==> config.mk <==
export PLATFORM = sky130hd
export DESIGN_NAME = pll_reset_sequencer
export DESIGN_NICKNAME = d
export VERILOG_FILES = /design/src/rtl/pll_reset_sequencer_pkg.sv /design/src/rtl/pll_reset_sequencer_lock_sync.sv /design/src/rtl/pll_reset_sequencer.sv
export SDC_FILE = /design/constraint.sdc
export NUM_CORES = 1
export LEC_CHECK = 0
export ABC_AREA = 0
export CORE_ASPECT_RATIO = 2
export CORE_UTILIZATION = 52
export CTS_CLUSTER_SIZE = 16
export DETAILED_ROUTE_END_ITERATION = 10
export PLACE_DENSITY = 0.84
export SLEW_MARGIN = 20
export SYNTH_ARGS = -nofsm -noshare
export SYNTH_HDL_FRONTEND = slang
export SYNTH_HIERARCHICAL = 1
export SYNTH_SLANG_ARGS = --single-unit
==> constraint.sdc <==
create_clock -name clk -period 2.3 [get_ports clk]
set_input_delay 0.345 -clock clk [delete_from_list [all_inputs] [get_ports clk]]
set_output_delay 0.345 -clock clk [all_outputs]
set_load 0.01 [all_outputs]
==> src/rtl/pll_reset_sequencer_pkg.sv <==
// Shared types and sizing helpers for the PLL reset sequencer.
package pll_reset_sequencer_pkg;

  typedef enum logic [2:0] {
    PLL_RST,
    WAIT_LOCK,
    STABLE,
    RUN,
    FAULT,
    BYPASS_RUN
  } state_t;

  localparam int BYPASS_SETTLE_CYCLES = 16;

  // Counter must hold the largest programmed interval, including the bypass settle time.
  function automatic int cnt_width(input int rst_cycles, input int timeout_cycles,
                                   input int stable_cycles);
    int m;
    m = rst_cycles;
    if (timeout_cycles > m) m = timeout_cycles;
    if (stable_cycles > m) m = stable_cycles;
    if (BYPASS_SETTLE_CYCLES > m) m = BYPASS_SETTLE_CYCLES;
    return $clog2(m) + 1;
  endfunction

  function automatic int retry_width(input int max_retries);
    return (max_retries < 1) ? 1 : $clog2(max_retries + 1);
  endfunction

endpackage

==> src/rtl/pll_reset_sequencer_lock_sync.sv <==
// Multi-flop synchroniser for a slow asynchronous status input, cleared by reset.
module pll_reset_sequencer_lock_sync #(
  parameter int SYNC_STAGES = 2
) (
  input  logic clk,
  input  logic reset,
  input  logic async_in,
  output logic sync_out
);

  logic [SYNC_STAGES-1:0] chain;

  always_ff @(posedge clk) begin
    if (reset) begin
      chain <= '0;
    end else begin
      chain <= {chain[SYNC_STAGES-2:0], async_in};
    end
  end

  assign sync_out = chain[SYNC_STAGES-1];

endmodule

==> src/rtl/pll_reset_sequencer.sv <==
// PLL bring-up sequencer: drives RESETB/BYPASS and holds sys_reset until lock is stable.
// Optional macro PLL_BYPASS_FALLBACK_EN replaces the terminal FAULT with a bypass run mode.
module pll_reset_sequencer
  import pll_reset_sequencer_pkg::*;
#(
  parameter int PLL_RESET_CYCLES    = 16,
  parameter int LOCK_TIMEOUT_CYCLES = 12000,
  parameter int STABLE_CYCLES       = 1200,
  parameter int MAX_RETRIES         = 3,
  parameter int SYNC_STAGES         = 2
) (
  input  logic                                 clk,
  input  logic                                 reset,
  input  logic                                 pll_locked,
  output logic                                 pll_resetb,
  output logic                                 pll_bypass,
  output logic                                 sys_reset,
  output logic                                 ready,
  output logic                                 fault,
  output logic [retry_width(MAX_RETRIES)-1:0]  retry_count
);

  localparam int CW = cnt_width(PLL_RESET_CYCLES, LOCK_TIMEOUT_CYCLES, STABLE_CYCLES);
  localparam int RW = retry_width(MAX_RETRIES);

  localparam logic [CW-1:0] RST_LAST     = CW'(PLL_RESET_CYCLES - 1);
  localparam logic [CW-1:0] TIMEOUT_LAST = CW'(LOCK_TIMEOUT_CYCLES - 1);
  localparam logic [CW-1:0] STABLE_LAST  = CW'(STABLE_CYCLES - 1);
  localparam logic [CW-1:0] SETTLE       = CW'(BYPASS_SETTLE_CYCLES);
  localparam logic [RW-1:0] RETRY_MAX    = RW'(MAX_RETRIES);

`ifdef PLL_BYPASS_FALLBACK_EN
  localparam state_t EXHAUSTED = BYPASS_RUN;
`else
  localparam state_t EXHAUSTED = FAULT;
`endif

  state_t          state, state_n;
  logic [CW-1:0]   cnt, cnt_n;
  logic [RW-1:0]   retry_n;
  logic            lock_s;
  logic            fail;
  logic            pll_resetb_n, sys_reset_n, ready_n, fault_n;

  pll_reset_sequencer_lock_sync #(
    .SYNC_STAGES (SYNC_STAGES)
  ) u_lock_sync (
    .clk      (clk),
    .reset    (reset),
    .async_in (pll_locked),
    .sync_out (lock_s)
  );

  always_comb begin
    state_n = state;
    cnt_n   = cnt + 1'b1;
    retry_n = retry_count;
    fail    = 1'b0;

    case (state)
      PLL_RST: begin
        if (cnt == RST_LAST) begin
          state_n = WAIT_LOCK;
          cnt_n   = '0;
        end
      end
      // Lock is tested before the timeout so a coincident lock rise wins.
      WAIT_LOCK: begin
        if (lock_s) begin
          state_n = STABLE;
          cnt_n   = '0;
        end else if (cnt == TIMEOUT_LAST) begin
          fail = 1'b1;
        end
      end
      STABLE: begin
        if (!lock_s) begin
          fail = 1'b1;
        end else if (cnt == STABLE_LAST) begin
          state_n = RUN;
          cnt_n   = '0;
        end
      end
      RUN: begin
        cnt_n = '0;
        if (!lock_s) fail = 1'b1;
      end
      FAULT: begin
        cnt_n = '0;
      end
      BYPASS_RUN: begin
        cnt_n = (cnt == SETTLE) ? cnt : cnt + 1'b1;
      end
      default: begin
        state_n = PLL_RST;
        cnt_n   = '0;
      end
    endcase

    // retry_count never resets on reaching RUN, so repeated lock losses eventually exhaust it.
    if (fail) begin
      cnt_n = '0;
      if (retry_count < RETRY_MAX) begin
        retry_n = retry_count + 1'b1;
        state_n = PLL_RST;
      end else begin
        state_n = EXHAUSTED;
      end
    end

    // Outputs are registered from the next state so they change on the entry edge.
    pll_resetb_n = (state_n == WAIT_LOCK) || (state_n == STABLE) || (state_n == RUN);
    ready_n      = (state_n == RUN) || ((state_n == BYPASS_RUN) && (cnt_n == SETTLE));
    sys_reset_n  = !ready_n;
    fault_n      = (state_n == FAULT) || (state_n == BYPASS_RUN);
  end

  always_ff @(posedge clk) begin
    if (reset) begin
      state       <= PLL_RST;
      cnt         <= '0;
      retry_count <= '0;
      pll_resetb  <= 1'b0;
      sys_reset   <= 1'b1;
      ready       <= 1'b0;
      fault       <= 1'b0;
    end else begin
      state       <= state_n;
      cnt         <= cnt_n;
      retry_count <= retry_n;
      pll_resetb  <= pll_resetb_n;
      sys_reset   <= sys_reset_n;
      ready       <= ready_n;
      fault       <= fault_n;
    end
  end

`ifdef PLL_BYPASS_FALLBACK_EN
  always_ff @(posedge clk) begin
    if (reset) begin
      pll_bypass <= 1'b0;
    end else begin
      pll_bypass <= (state_n == BYPASS_RUN);
    end
  end
`else
  assign pll_bypass = 1'b0;
`endif

endmodule

Word level (Yosys, flattened, before mapping)
Cells that the tools add are included.

cells by class
  $add $sub $neg = 2
  equality and inequality tests = 15
  reductions and logical operators = 10
  muxes and demuxes = 18
  order comparisons = 1

operator list
  operator                 number
  $mux W15                 6
  $pmux W15 S4             1
  $eq A15 B5 Y1 const B    2
  $mux W3                  6
  $add A15 B1 Y15 const B  1
  $eq A15 B11 Y1 const B   1
  $eq A15 B14 Y1 const B   1
  $eq A15 B4 Y1 const B    1
  $eq A3 B2 Y1 const B     4
  $eq A3 B3 Y1 const B     4
  $pmux W3 S4              1
  $eq A3 B1 Y1 const B     2
  $logic_or A1 B1 Y1       4
  $logic_not A3 Y1         1
  $mux W1                  3
  $reduce_or A3 Y1         1
  $add A2 B1 Y2 const B    1
  $lt A2 B2 Y1 const B     1
  $pmux W1 S2              1
  $reduce_and A2 Y1        1
  $reduce_or A2 Y1         1
  $logic_and A1 B1 Y1      1
  $logic_not A1 Y1         1

storage, ports and cells
  output and inout port bits = 7
  flip-flop bits (word level) = 26
  input bits = 3
  logic and storage cells = 54

Longest topological paths before layout
  depth in word-level cells = 9
  depth in mapped cells = 8
  depth with buffers taken out = 8

Hierarchy
Netlist, hierarchy kept.

by module, submodules not included
  module                         area each (um^2)  instances  cells each  sequential area each (um^2)
  pll_reset_sequencer            1,436.4           1          176         480.5
  pll_reset_sequencer_lock_sync  52.6              1          4           40.0

Worst setup path before layout
OpenSTA, ideal clock, no wires.

  path type = reg-to-reg
  start point = register cnt[6]
  end point = register sys_reset
  data required time = 2,178 ps
  path buffers = 1
  arrival = 2,126 ps
  stages on the path, launching flop included = 8
  setup time = 122 ps
  path slack = 52 ps
  clock period less this slack = 2,248 ps
  path through = dfxtp_1 > buf_6 > or4_4 > nor4_4 > o21ba_1 > or3b_1 > and3_1 > a311o_1

between the ends
  word-level cells in the longest chain between the ends = 9
  elaborated cells on any way between the ends = 26
  classes of those cells = add/sub (1); eq/ne (7); mux (15); reduce/logical (3)

ends and longest elaborated chain
  what                                                  line                                                  RTL
  start, declared                                       pll_reset_sequencer.sv:39                             logic [CW-1:0] cnt, cnt_n;
  start signal, assigned                                pll_reset_sequencer.sv:129                            cnt <= cnt_n;
  $add A15 B1 Y15, or another cell as far along         pll_reset_sequencer.sv:56, pll_reset_sequencer.sv:92
  $mux W15, or another cell as far along                pll_reset_sequencer.sv:79                             end else if (cnt == STABLE_LAST) begin
  $mux W15, or another cell as far along                pll_reset_sequencer.sv:77                             if (!lock_s) begin
  $pmux W15 S4, or another cell as far along            pll_reset_sequencer.sv:60                             case (state)
  $mux W15 / $mux W3 (equally long branches)            pll_reset_sequencer.sv:101                            if (fail) begin
  $eq A15 B5 Y1 / $eq A3 B3 Y1 (equally long branches)  pll_reset_sequencer.sv:113                            ready_n = (state_n == RUN) || ((state_n == BYPASS_RUN) && (cnt_n == SETTLE));
  $logic_and A1 B1 Y1                                   pll_reset_sequencer.sv:113
  $logic_or A1 B1 Y1 (*)                                pll_reset_sequencer.sv:113
  $logic_not A1 Y1 (*)                                  pll_reset_sequencer.sv:114                            sys_reset_n = !ready_n;
  end signal, assigned                                  pll_reset_sequencer.sv:132                            sys_reset <= sys_reset_n;
  end, declared                                         pll_reset_sequencer.sv:17                             output logic sys_reset,

Every way passes the cells marked *; elsewhere a longest branch is shown, timed or not.
A chain may end at the register's enable or synchronous reset.

Worst setup path after layout
  start point = register cnt[3]
  end point = register sys_reset

The elaborated chain is that of the path after synthesis.

==> out/results.tsv <==
stage	metric	value	unit
yosys	ys_warn_count	6	
grt	grt_max_degree	14	
power_and_ir_drop	finalPower	0.0007848	W
cts	clock_sinks	26	
sta	min_period_over_period	0.9839	
power_and_ir_drop	p_leak	0.6677	nW
yosys	syn_nets	186	
flow_run	max-cap-violations	0	
floorplan	fp.coreArea	0.002736	mm²
yosys	syn-cell-area	0.001489	mm²
worst_hold_path	hold_path.class	register to register	
cts	cts_max_path_buffers	2	
cts	clk_latency	0.27	ns
sta	maxSlewViolCount	0	
cts	cts_tree	built	
finish	multiInputGateArea	899.6	µm²
cts	path_clk_slew	0.08	ns
grt	grt_pass1_wl	6.196	mm
floorplan	die_area	0.003094	mm²
sta	finClkSkew	0.006179	ns
sta	worstMarginPinSlew	0.5065	ns
floorplan	rows	27	
drt	avgRoutedWirePerCell	17.44	µm
floorplan	die_h	77.68	µm
sta	holdWs	0.4660	ns
finish	drive_above_1_share	0.1869	
drt	drt-initial-drc-count	105	
cts	ctsHoldBuffers	0	
sta	finalSetupViolCount	0	
finish	n_antenna_cell	0	
grt	track_usage	0.2816	
yosys	synth_seq_cells	26	
yosys	syn-instance-count	180	
finish	regArea	520.5	µm²
grt	overflow	0	
grt	grt_pass1_vias	1418	
drt	dr_total_vias	1497	
sta	hold_viol	0	
run_status	status	finished, final reports clean	
placement	place_congestion	0.9133	
yosys	ys_async_sr_fraction	0	
yosys	postSynthAreaPerCell	8.272	µm²
yosys	ys_types	44	
cts	numCtsBuffers	3	
sta	fin_crit	2.263	ns
power_and_ir_drop	vdd_drop_max	0.0003759	V
cts	cts-root-buf	clkbuf_8	
floorplan	ios	10	
sta	finalSetupTns	0	ns
yosys	synth_edf_count	0	
drt	antenna_left	0	
sta	slew_headroom	0.6613	
drt	drc	0	
setup_path	cp_max_fo	8	
setup_path	start_kind	register	
finish	fin_nets	206	
yosys	synth-main-ff-cell	dfxtp_1	
setup_path	cp_data_required_time	2.47	ns
floorplan	die_w	39.84	µm
floorplan	start_util	0.5441	
finish	areaGrowthSynthToFinish	18.66	%
drt	drt_pass1_iterations	5	
yosys	yosysSeqAreaShare	0.3496	
placement	io_buffer_count	8	
drt	routed_wl	3.960	mm
sta	max_freq	0.4419	GHz
cts	cts_htree_levels	1	
drt	vias_per_cell	6.595	
setup_path	endpoint_kind	register	
placement	dpl.hpwl	2.948	mm
grt	antenna_found_initial	0	
setup_path	critical_path_class	register to register	
setup_path	worst_ep_arrival_time	2.43	ns
finish	nFillCells	196	
power_and_ir_drop	p_per_area	444.2	mW/mm²
## metrics by stage
stage               cell area [µm²]    util  instances  setup slack (ns)
CTS                            1725  0.6305        225           0.02226
floorplan                      1489       -        180           0.05158
finish                         1767  0.6456        227           0.03712
global placement               1684  0.6155        222           0.07998
global route                   1767  0.6456        227         -0.002099
detailed placement             1684  0.6155        222           0.03980
## Yosys cell counts (2+ instances only)
cell type	instances	area, µm²
nor2_1	25	93.84
a21oi_1	5	25.02
nand3_1	7	35.03
mux2i_1	2	20.02
a311oi_1	2	17.52
nor3_1	12	60.06
inv_1	5	18.77
or4_1	2	15.01
o31ai_1	2	15.01
nor4_1	3	18.77
xor2_1	7	61.31
dfxtp_1	26	520.5
buf_2	3	15.01
buf_6	2	22.52
clkbuf_1	7	26.28
xnor2_1	10	87.58
ha_1	3	37.54
nor2b_1	6	37.54
a31o_2	3	26.28
and3_1	5	31.28
nand4_1	10	62.56
nor4bb_1	2	20.02
nand2_1	8	30.03
nand2b_1	3	18.77
## critical path: stages (launching register included)
cell and delay, ns:
dfxtp_1 0.52, nand4_1 0.25, nor3_2 0.30, xor2_1 0.14, nor3_1 0.35, o2111ai_1 0.21, a311o_1 0.38
## path summary, 6_finish.rpt
kind	startpoint	to	slack (ns)	cells after the start
max reg2reg	cnt[3]	sys_reset	0.04	6
min reg2reg	u_lock_sync/chain[0]	u_lock_sync/chain[1]	0.47	1
max	cnt[3]	sys_reset	0.04	6
min	u_lock_sync/chain[0]	u_lock_sync/chain[1]	0.47	1
## metal layers
metal / global-route usage / part of all wire / wire (µm)
met1: 0.2804 / 0.34 / 1327
met2: 0.4951 / 0.55 / 2169
met3: 0.03143 / 0.054 / 213
met4: 0.1793 / 0.063 / 250
met5: 0 / 0 / 0
## sequential cells by signal, summed over array words and instances (netlist names)
name,flops
cnt,15
state,3
retry_count,2
u_lock_sync/chain,2
fault,1
pll_resetb,1
ready,1
sys_reset,1
## logic make-up after synthesis
group                      synth area share
buffers and inverters               0.06386
DFF                                  0.3496
AOI/OAI and AO/OA                    0.1118
adders and majority gates           0.02521
and+or+nand+nor                      0.3336
muxes                               0.01345
xor gates and xnor gates             0.1000
other                              0.002519
## placed cells by master, fill, tap and decap left out, types with 2 or more instances in the layout
| cell | synthesis | layout |
|---|---|---|
| clkbuf_8 | 0 | 3 |
| xnor2_1 | 10 | 10 |
| ha_1 | 3 | 3 |
| dfxtp_1 | 26 | 26 |
| nand2b_1 | 3 | 3 |
| nor3_1 | 12 | 11 |
| o31ai_1 | 2 | 2 |
| and3_1 | 5 | 5 |
| clkdlybuf4s50_1 | 0 | 8 |
| nor2_1 | 25 | 25 |
| nand3_1 | 7 | 6 |
| a31o_2 | 3 | 3 |
| mux2i_1 | 2 | 2 |
| inv_1 | 5 | 5 |
| xor2_1 | 7 | 7 |
| a311oi_1 | 2 | 2 |
| nor2b_1 | 6 | 6 |
| nand4_1 | 10 | 10 |
| buf_4 | 1 | 20 |
| or4_4 | 1 | 2 |
| nand2_1 | 8 | 8 |
| nor4_1 | 3 | 2 |
| a21oi_1 | 5 | 5 |
## area by class of cell
type | instances | area share
Multi-Input combinational cell | 135 | 0.5092
Sequential cell | 26 | 0.2946
Timing Repair Buffer | 29 | 0.1416
Clock buffer | 3 | 0.02337
Tap cell | 29 | 0.02054
Inverter | 5 | 0.01062
## where the power goes
group	total, W	switching [W]	leakage, nW	internal, W
combinational	0.0000630	0.0000315	0.436	0.0000315
clock	0.000259	0.000141	0.0216	0.000118
sequential	0.000463	0.00000709	0.210	0.000456
total	0.000785	0.000180	0.668	0.000605
## what timing repair did
action                                  4_1_cts  5_1_grt
resized for setup                             0        5
setup buffers                                 0        2
endpoints found under the setup margin        0        2
Power figures use the tool's default switching activity.
